--- src/rtl/rect_draw_pkg.sv ---
// rtl/rect_draw_pkg.sv - shared types and field widths for the rectangle draw arbiter
// Purpose: FSM state encoding, default screen size and descriptor field widths.
// Optional feature macro used by the top: RECT_DRAW_ARBITER_CLIP_EN.
package rect_draw_pkg;

    typedef enum logic [1:0] {
        IDLE = 2'd0,
        DRAW = 2'd1,
        DONE = 2'd2
    } state_t;

    localparam int SCREEN_W_DEF = 160;
    localparam int SCREEN_H_DEF = 120;

    localparam int X_W   = 8;  // pixel x width
    localparam int Y_W   = 7;  // pixel y width
    localparam int SZ_W  = 4;  // width-1 / height-1 field and scan counters
    localparam int COL_W = 3;  // colour width

endpackage

--- src/rtl/rect_draw_arbiter_rr_picker.sv ---
// rtl/rect_draw_arbiter_rr_picker.sv - round-robin priority picker
// Purpose: combinational round-robin selection; search begins one past the last winner.
// Ports:
//   req_i   - request vector
//   last_i  - index of the previous winner
//   win_o   - one-hot winner (all zero when no request)
//   valid_o - at least one request present
module rr_priority_picker #(
    parameter int N     = 3,
    parameter int IDX_W = (N > 1) ? $clog2(N) : 1
) (
    input  logic [N-1:0]     req_i,
    input  logic [IDX_W-1:0] last_i,
    output logic [N-1:0]     win_o,
    output logic             valid_o
);

    always_comb begin
        win_o   = '0;
        valid_o = 1'b0;
        // k walks the priority order: last+1, last+2, ... , last (wraps to itself last).
        for (int k = 1; k <= N; k++) begin
            for (int j = 0; j < N; j++) begin
                if (!valid_o && (j == ((int'(last_i) + k) % N)) && req_i[j]) begin
                    win_o[j] = 1'b1;
                    valid_o  = 1'b1;
                end
            end
        end
    end

endmodule

--- src/rtl/rect_draw_arbiter.sv ---
// rtl/rect_draw_arbiter.sv - round-robin arbiter scanning filled rectangles onto the VGA port
// Purpose: picks one requester, latches its rectangle, plots it row-major one pixel per
// clock, then pulses that requester's done.
// Ports:
//   clk, reset                          - clock, synchronous active-high reset
//   req                                 - per-requester level request
//   req_x/req_y/req_w/req_h/req_colour  - packed per-requester descriptors
//   grant, done                         - one-hot current owner, one-cycle completion pulse
//   vga_x/vga_y/vga_colour/vga_plot     - registered VGA adapter write port
// Optional feature: define RECT_DRAW_ARBITER_CLIP_EN to suppress plotting off-screen pixels.
module rect_draw_arbiter
    import rect_draw_pkg::*;
#(
    parameter int NUM_REQ  = 3,
    parameter int SCREEN_W = SCREEN_W_DEF,
    parameter int SCREEN_H = SCREEN_H_DEF
) (
    input  logic                       clk,
    input  logic                       reset,
    input  logic [NUM_REQ-1:0]         req,
    input  logic [X_W*NUM_REQ-1:0]     req_x,
    input  logic [Y_W*NUM_REQ-1:0]     req_y,
    input  logic [SZ_W*NUM_REQ-1:0]    req_w,
    input  logic [SZ_W*NUM_REQ-1:0]    req_h,
    input  logic [COL_W*NUM_REQ-1:0]   req_colour,
    output logic [NUM_REQ-1:0]         grant,
    output logic [NUM_REQ-1:0]         done,
    output logic [X_W-1:0]             vga_x,
    output logic [Y_W-1:0]             vga_y,
    output logic [COL_W-1:0]           vga_colour,
    output logic                       vga_plot
);

    localparam int IDX_W = (NUM_REQ > 1) ? $clog2(NUM_REQ) : 1;

    if (SCREEN_W > (1 << X_W) || SCREEN_H > (1 << Y_W)) begin : g_bad_screen
        $error("rect_draw_arbiter: screen size exceeds coordinate width");
    end

    // Unpacked views of the packed descriptor buses.
    logic [X_W-1:0]   rx [NUM_REQ];
    logic [Y_W-1:0]   ry [NUM_REQ];
    logic [SZ_W-1:0]  rw [NUM_REQ];
    logic [SZ_W-1:0]  rh [NUM_REQ];
    logic [COL_W-1:0] rc [NUM_REQ];

    for (genvar i = 0; i < NUM_REQ; i++) begin : g_unpack
        assign rx[i] = req_x[i*X_W +: X_W];
        assign ry[i] = req_y[i*Y_W +: Y_W];
        assign rw[i] = req_w[i*SZ_W +: SZ_W];
        assign rh[i] = req_h[i*SZ_W +: SZ_W];
        assign rc[i] = req_colour[i*COL_W +: COL_W];
    end

    state_t             state_q, state_d;
    logic [IDX_W-1:0]   last_q, last_d;
    logic [X_W-1:0]     bx_q, bx_d;
    logic [Y_W-1:0]     by_q, by_d;
    logic [SZ_W-1:0]    bw_q, bw_d, bh_q, bh_d;
    logic [COL_W-1:0]   bc_q, bc_d;
    logic [SZ_W-1:0]    col_q, col_d, row_q, row_d;
    logic [NUM_REQ-1:0] grant_q, grant_d, done_q, done_d;
    logic [X_W-1:0]     vx_q, vx_d;
    logic [Y_W-1:0]     vy_q, vy_d;
    logic [COL_W-1:0]   vc_q, vc_d;
    logic               plot_q, plot_d;

    logic [NUM_REQ-1:0] pick_oh;
    logic               pick_valid;
    logic [IDX_W-1:0]   pick_idx;

    rr_priority_picker #(
        .N     (NUM_REQ),
        .IDX_W (IDX_W)
    ) u_picker (
        .req_i   (req),
        .last_i  (last_q),
        .win_o   (pick_oh),
        .valid_o (pick_valid)
    );

    always_comb begin
        pick_idx = '0;
        for (int i = 0; i < NUM_REQ; i++) begin
            if (pick_oh[i]) pick_idx = IDX_W'(i);
        end
    end

    // Pixel selected for the next cycle's output registers.
    logic               pix_en;
    logic [X_W-1:0]     pix_bx;
    logic [Y_W-1:0]     pix_by;
    logic [SZ_W-1:0]    pix_c, pix_r;
`ifdef RECT_DRAW_ARBITER_CLIP_EN
    localparam logic [X_W:0] X_LIM = (X_W+1)'(SCREEN_W);
    localparam logic [Y_W:0] Y_LIM = (Y_W+1)'(SCREEN_H);
    logic [X_W:0]       x_sum;
    logic [Y_W:0]       y_sum;
`else
    logic [X_W-1:0]     x_sum;
    logic [Y_W-1:0]     y_sum;
`endif

    always_comb begin
        state_d = state_q;
        last_d  = last_q;
        bx_d    = bx_q;
        by_d    = by_q;
        bw_d    = bw_q;
        bh_d    = bh_q;
        bc_d    = bc_q;
        col_d   = col_q;
        row_d   = row_q;
        grant_d = grant_q;
        done_d  = '0;
        vc_d    = vc_q;
        pix_en  = 1'b0;
        pix_bx  = bx_q;
        pix_by  = by_q;
        pix_c   = col_q;
        pix_r   = row_q;

        case (state_q)
            IDLE: begin
                grant_d = '0;
                if (pick_valid) begin
                    state_d = DRAW;
                    last_d  = pick_idx;
                    bx_d    = rx[pick_idx];
                    by_d    = ry[pick_idx];
                    bw_d    = rw[pick_idx];
                    bh_d    = rh[pick_idx];
                    bc_d    = rc[pick_idx];
                    col_d   = '0;
                    row_d   = '0;
                    grant_d = pick_oh;
                    vc_d    = rc[pick_idx];
                    // First pixel comes straight from the inputs so it appears next cycle.
                    pix_en  = 1'b1;
                    pix_bx  = rx[pick_idx];
                    pix_by  = ry[pick_idx];
                    pix_c   = '0;
                    pix_r   = '0;
                end
            end
            DRAW: begin
                // col_q/row_q name the pixel currently on the port.
                if (col_q == bw_q && row_q == bh_q) begin
                    state_d = DONE;
                    done_d  = grant_q;
                end else begin
                    if (col_q == bw_q) begin
                        col_d = '0;
                        row_d = row_q + 1'b1;
                    end else begin
                        col_d = col_q + 1'b1;
                    end
                    pix_en = 1'b1;
                    pix_c  = col_d;
                    pix_r  = row_d;
                end
            end
            DONE: begin
                state_d = IDLE;
                grant_d = '0;
            end
            default: begin
                state_d = IDLE;
                grant_d = '0;
            end
        endcase

`ifdef RECT_DRAW_ARBITER_CLIP_EN
        x_sum  = {1'b0, pix_bx} + (X_W+1)'(pix_c);
        y_sum  = {1'b0, pix_by} + (Y_W+1)'(pix_r);
        plot_d = pix_en && (x_sum < X_LIM) && (y_sum < Y_LIM);
`else
        x_sum  = pix_bx + X_W'(pix_c);
        y_sum  = pix_by + Y_W'(pix_r);
        plot_d = pix_en;
`endif
        vx_d = pix_en ? x_sum[X_W-1:0] : vx_q;
        vy_d = pix_en ? y_sum[Y_W-1:0] : vy_q;
    end

    always_ff @(posedge clk) begin
        if (reset) begin
            state_q <= IDLE;
            last_q  <= IDX_W'(NUM_REQ - 1);  // so requester 0 is searched first
            bx_q    <= '0;
            by_q    <= '0;
            bw_q    <= '0;
            bh_q    <= '0;
            bc_q    <= '0;
            col_q   <= '0;
            row_q   <= '0;
            grant_q <= '0;
            done_q  <= '0;
            vx_q    <= '0;
            vy_q    <= '0;
            vc_q    <= '0;
            plot_q  <= 1'b0;
        end else begin
            state_q <= state_d;
            last_q  <= last_d;
            bx_q    <= bx_d;
            by_q    <= by_d;
            bw_q    <= bw_d;
            bh_q    <= bh_d;
            bc_q    <= bc_d;
            col_q   <= col_d;
            row_q   <= row_d;
            grant_q <= grant_d;
            done_q  <= done_d;
            vx_q    <= vx_d;
            vy_q    <= vy_d;
            vc_q    <= vc_d;
            plot_q  <= plot_d;
        end
    end

    assign grant      = grant_q;
    assign done       = done_q;
    assign vga_x      = vx_q;
    assign vga_y      = vy_q;
    assign vga_colour = vc_q;
    assign vga_plot   = plot_q;

endmodule

--- config.mk ---
export PLATFORM = sky130hd
export DESIGN_NAME = rect_draw_arbiter
export DESIGN_NICKNAME = d
export VERILOG_FILES = /design/src/rtl/rect_draw_pkg.sv /design/src/rtl/rect_draw_arbiter_rr_picker.sv /design/src/rtl/rect_draw_arbiter.sv
export SDC_FILE = /design/constraint.sdc
export NUM_CORES = 1
export LEC_CHECK = 0
export BUFFER_PORTS_ARGS = -buffer_cell sky130_fd_sc_hd__buf_2
export CAP_MARGIN = 40
export CORE_ASPECT_RATIO = 0.6
export CORE_MARGIN = 2
export CORE_UTILIZATION = 56
export CTS_BUF_LIST = sky130_fd_sc_hd__clkbuf_8 sky130_fd_sc_hd__clkbuf_16
export CTS_CLUSTER_DIAMETER = 50
export CTS_CLUSTER_SIZE = 24
export DETAILED_ROUTE_END_ITERATION = 16
export PLACE_DENSITY = 0.86
export SYNTH_ARGS = -nofsm -noshare
export SYNTH_HDL_FRONTEND = slang
export SYNTH_SLANG_ARGS = --single-unit
--- constraint.sdc ---
create_clock -name clk -period 7 [get_ports clk]
set_clock_uncertainty 0.15 [all_clocks]
set_input_delay 1.4 -clock clk [delete_from_list [all_inputs] [get_ports clk]]
set_output_delay 1.4 -clock clk [all_outputs]
set_load 0.02 [all_outputs]
==> results list <==
* Placement row count: 22
- The share of the Yosys chip area taken by registers is 0.347.
- STA puts the critical path data required time at between 7 and 8 ns.
- STA classifies the critical path startpoint as an input pin.
- Async set-or-reset flop fraction in the synthesized netlist: 0
- Launching element of the worst setup path: req[0]
* Flop-to-flop setup slack: 3.07 ns
- Clock network latency to the later pin of the worst-skew pair: 0.34 ns
* Total length of routed wires: 9010 um
- The floorplan step defined a core boundary enclosing roughly 6000 um2.
* Fin util: 0.695
* Number of buffers added for setup after CTS: 0
- Critical path data arrival time: approximately 4.4 ns
- Post-placement setup slack: 2.34 ns
- The H-tree was split into 3 levels.
- Summed over all nets, the half-perimeter wirelength after detailed placement is approximately 6800 um.
- In this run the cell area of the synthesized design comes to 3460 um2.
* Unrepaired setup endpoints after global routing: no
- Number of enable flip-flop cells after synthesis: 0
- Share of post-route cells with drive strength above 1: 0.268
- The via count of the first global-routing pass came to 3069.
- Max-cap violations in this run came to 0.
- Least setup slack across all paths after layout: 2.68 ns
* Maximum number of pins on one net before global-route repair: 53
- The count of buffers added on input and output ports is around 110.
* Minimum clock period: 4.32 ns
- Delay of the slowest cell on the worst path: 0.40 ns
- In this run the mean area of a mapped cell was between 8 and 9 um2.
* Number of buffers created by CTS: 9
- Clock Tree Buf Depth: 2
* Number of DRC violations after detailed-routing iteration 0: 247
* DIE AREA: 6840 um2
- The die is 105 um wide.
* Final TNS setup: 0 ns
* Crit Path Class: input pin to register
- The number of failing hold endpoints at the final stage is 0.
- In this run the tightest slew margin relative to its limit is 0.459.
* Cells along the critical path: buf_2 -> and2b_1 -> o21ai_1 -> nand2_1 -> buf_4 -> nand2_1 -> a311oi_1 -> a21o_1 -> ha_1 -> inv_1 -> fa_1 -> inv_1 -> a21o_1 -> a21oi_1 -> or4_1 -> a32o_1
* Crit path capture: vga_y[6]
- The final layout contains 615 nets.
* CTS sink cnt: 60
* Class of the worst hold path: register to register
- At the end of routability-driven placement, the weighted congestion stood at 0.889.
- The netlist uses 68 different library cells.
* Period Utilization, post-route: 0.617
- The area growth from synthesis to layout is 21.2%.
* Reg-to-reg critical path endpoint: vga_y[6]
- Setup violations remaining at the end of the flow were counted as 0.
* Post-CTS Hold Fix Bufs: 0
- Dividing the detail-routed wire length by the instance count gives 14.8 um.
- The detail route stage leaves a number of antenna-violating nets equal to 0.
* DR DRC count: 0
- The tree is rooted in a clkbuf_8.
- Transition time of the tightest slew-check pin: 0.804 ns
- Number of search-and-repair iterations in the first detailed-routing pass: 5
- Crit end category: register
* GR Overflow Total: 0
- Derived from the worst setup path, the maximum achievable clock frequency is ~230 MHz.
- TritonCTS built the clock tree.
- In the routed layout, each cell is associated on average with a via count of 5.71.
- Worst-case vdd ir drop: 0.232 mV
* Synthesized instance count: 423
* Clock transition time at the flip-flop clock pins of the worst setup and hold paths: roughly 0.060 ns
- Post-synth net total: 520
- Measured in cells, the most critical reg-to-reg path has a length of 17.
- DR vias: 3465
- The number of antenna violations at the first check in global routing is 0.
* Worst hold margin: 0.302 ns
- Yosys printed 0 warnings.
* Initial Utilization: 0.574
- Power spread over the standard cell area amounts to 501 nW/um2.
- Global-route wire length before repair: roughly 15000 um
- The max-slew violation count is 0.
- In this run, synthesis produced a sequential element count of 60.
* Leak Pwr: 2.00 nW
- Of all nets on the critical path, the largest fanout is 23.
* Most frequently used flop master after synthesis: dfxtp_1
* I/O pin count: 108
* Outcome: completed
- Die height: 64.9 um
- Global Route Usage Sum: 0.276
- Number of instances resized during post-cts repair: 0
- Ant. Diodes: 0
- The largest individual stage delay along the critical path comes from the cell fa_1.
* Critical R2R Launch: last_q[0]
==> cells in the final DEF (no fill, tap or decap), drive strengths merged, types with 3 or more instances in the layout <==
master,count
buf,111
dfxtp,60
nor2,60
nand2,59
a21oi,30
nor2b,22
a311oi,20
inv,13
ha,12
a21o,11
o21ai,11
xnor2,10
a211oi,10
clkbuf,10
and2,8
xor2,6
nand3,5
or3,5
mux2,5
nand2b,4
nor3,3
a22o,3
a21boi,3
==> final cells by class <==
type / instances / area [um2]
Clock buffer: 10 / 138
Clock inverter: 6 / 25.0
Fill cell: 523 / 1840
Inverter: 9 / 33.8
Multi-Input combinational cell: 327 / 2110
Sequential cell: 60 / 1200
Tap cell: 84 / 105
Timing Repair Buffer: 111 / 578
==> cell families after synthesis <==
kind of cell               synth area share
adders and majority gates            0.0550
buffers and inverters                0.0448
muxes                                0.0203
xor gates and xnor gates             0.0405
and+or+nand+nor                       0.248
AOI/OAI and AO/OA                     0.244
DFF                                   0.347
==> worst max-delay path: cells and delay by family <==
kind                       cells  cell delay [ns]
AOI/OAI and AO/OA              6             1.03
buffers and inverters          4             0.55
and+or+nand+nor                4             0.83
adders and majority gates      2             0.59
==> metal layers <==
metal | track usage | up-vias | wire, um
met4 | 0.0700 | 0 | 83
met3 | 0.0755 | 11 | 641
li1 | - | 1685 | -
met5 | 0 | - | 0
met2 | 0.429 | 144 | 3940
met1 | 0.380 | 1625 | 4340
==> cell usage after synthesis, types with 2 or more instances <==
library cell / number / share of area
dfxtp_1: 60 / 0.35
nand2_1: 59 / 0.064
nor2_1: 59 / 0.064
a21oi_1: 29 / 0.042
a311oi_1: 20 / 0.051
nor2b_1: 20 / 0.036
clkbuf_1: 14 / 0.015
ha_1: 12 / 0.043
a21o_1: 11 / 0.024
a211oi_1: 10 / 0.022
xnor2_1: 10 / 0.025
inv_1: 9 / 0.0098
and2_1: 8 / 0.014
buf_2: 7 / 0.010
o21ai_0: 7 / 0.010
xor2_1: 6 / 0.015
buf_1: 4 / 0.0043
nand2b_1: 4 / 0.0072
nand3_1: 4 / 0.0058
a22o_1: 3 / 0.0076
nor3_1: 3 / 0.0043
o21ai_1: 3 / 0.0043
or3_1: 3 / 0.0054
a211o_1: 2 / 0.0051
a21boi_0: 2 / 0.0043
a22oi_1: 2 / 0.0043
a32o_1: 2 / 0.0058
fa_1: 2 / 0.012
mux2_1: 2 / 0.0065
mux2_2: 2 / 0.0065
nand4_1: 2 / 0.0036
o21bai_1: 2 / 0.0043
o221ai_2: 2 / 0.0087
o31ai_1: 2 / 0.0043
or3_4: 2 / 0.0065
or4_1: 2 / 0.0043
==> flip-flops by register name, summed over array words and instances (netlist names) <==
| register | count |
|---|---|
| bx_q | 8 |
| vga_x | 8 |
| by_q | 7 |
| vga_y | 7 |
| bh_q | 4 |
| bw_q | 4 |
| col_q | 4 |
| row_q | 4 |
| done | 3 |
| grant | 3 |
| vga_colour | 3 |
| last_q | 2 |
| state_q | 2 |
| vga_plot | 1 |
==> report_power, final <==
group	switching, W	internal (W)
logic	0.000813	0.000494
clock network	0.000125	0.000131
registers	0.0000691	0.000467
total	0.00101	0.00109
==> worst min-delay path by stage <==
stage / cells after the start / startpoint / endpoint
floorplan: 2 / last_q[0] / last_q[0]
global placement: 2 / vga_y[2] / vga_y[2]
detailed placement: 2 / vga_y[2] / vga_y[2]
CTS: 2 / vga_y[2] / vga_y[2]
global route: 2 / vga_y[2] / vga_y[2]
finish: 2 / vga_y[2] / vga_y[2]
==> metrics by stage <==
stage          std cells  power (W)  cell area (um2)
6_report             607    0.00210             4190
5_1_grt              607    0.00227             4190
3_5_place_dp         591    0.00182             4030
4_1_cts              607    0.00209             4190
2_1_floorplan        423    0.00152             3460
3_3_place_gp         590    0.00177             4010
Power figures use the tool's default switching activity.
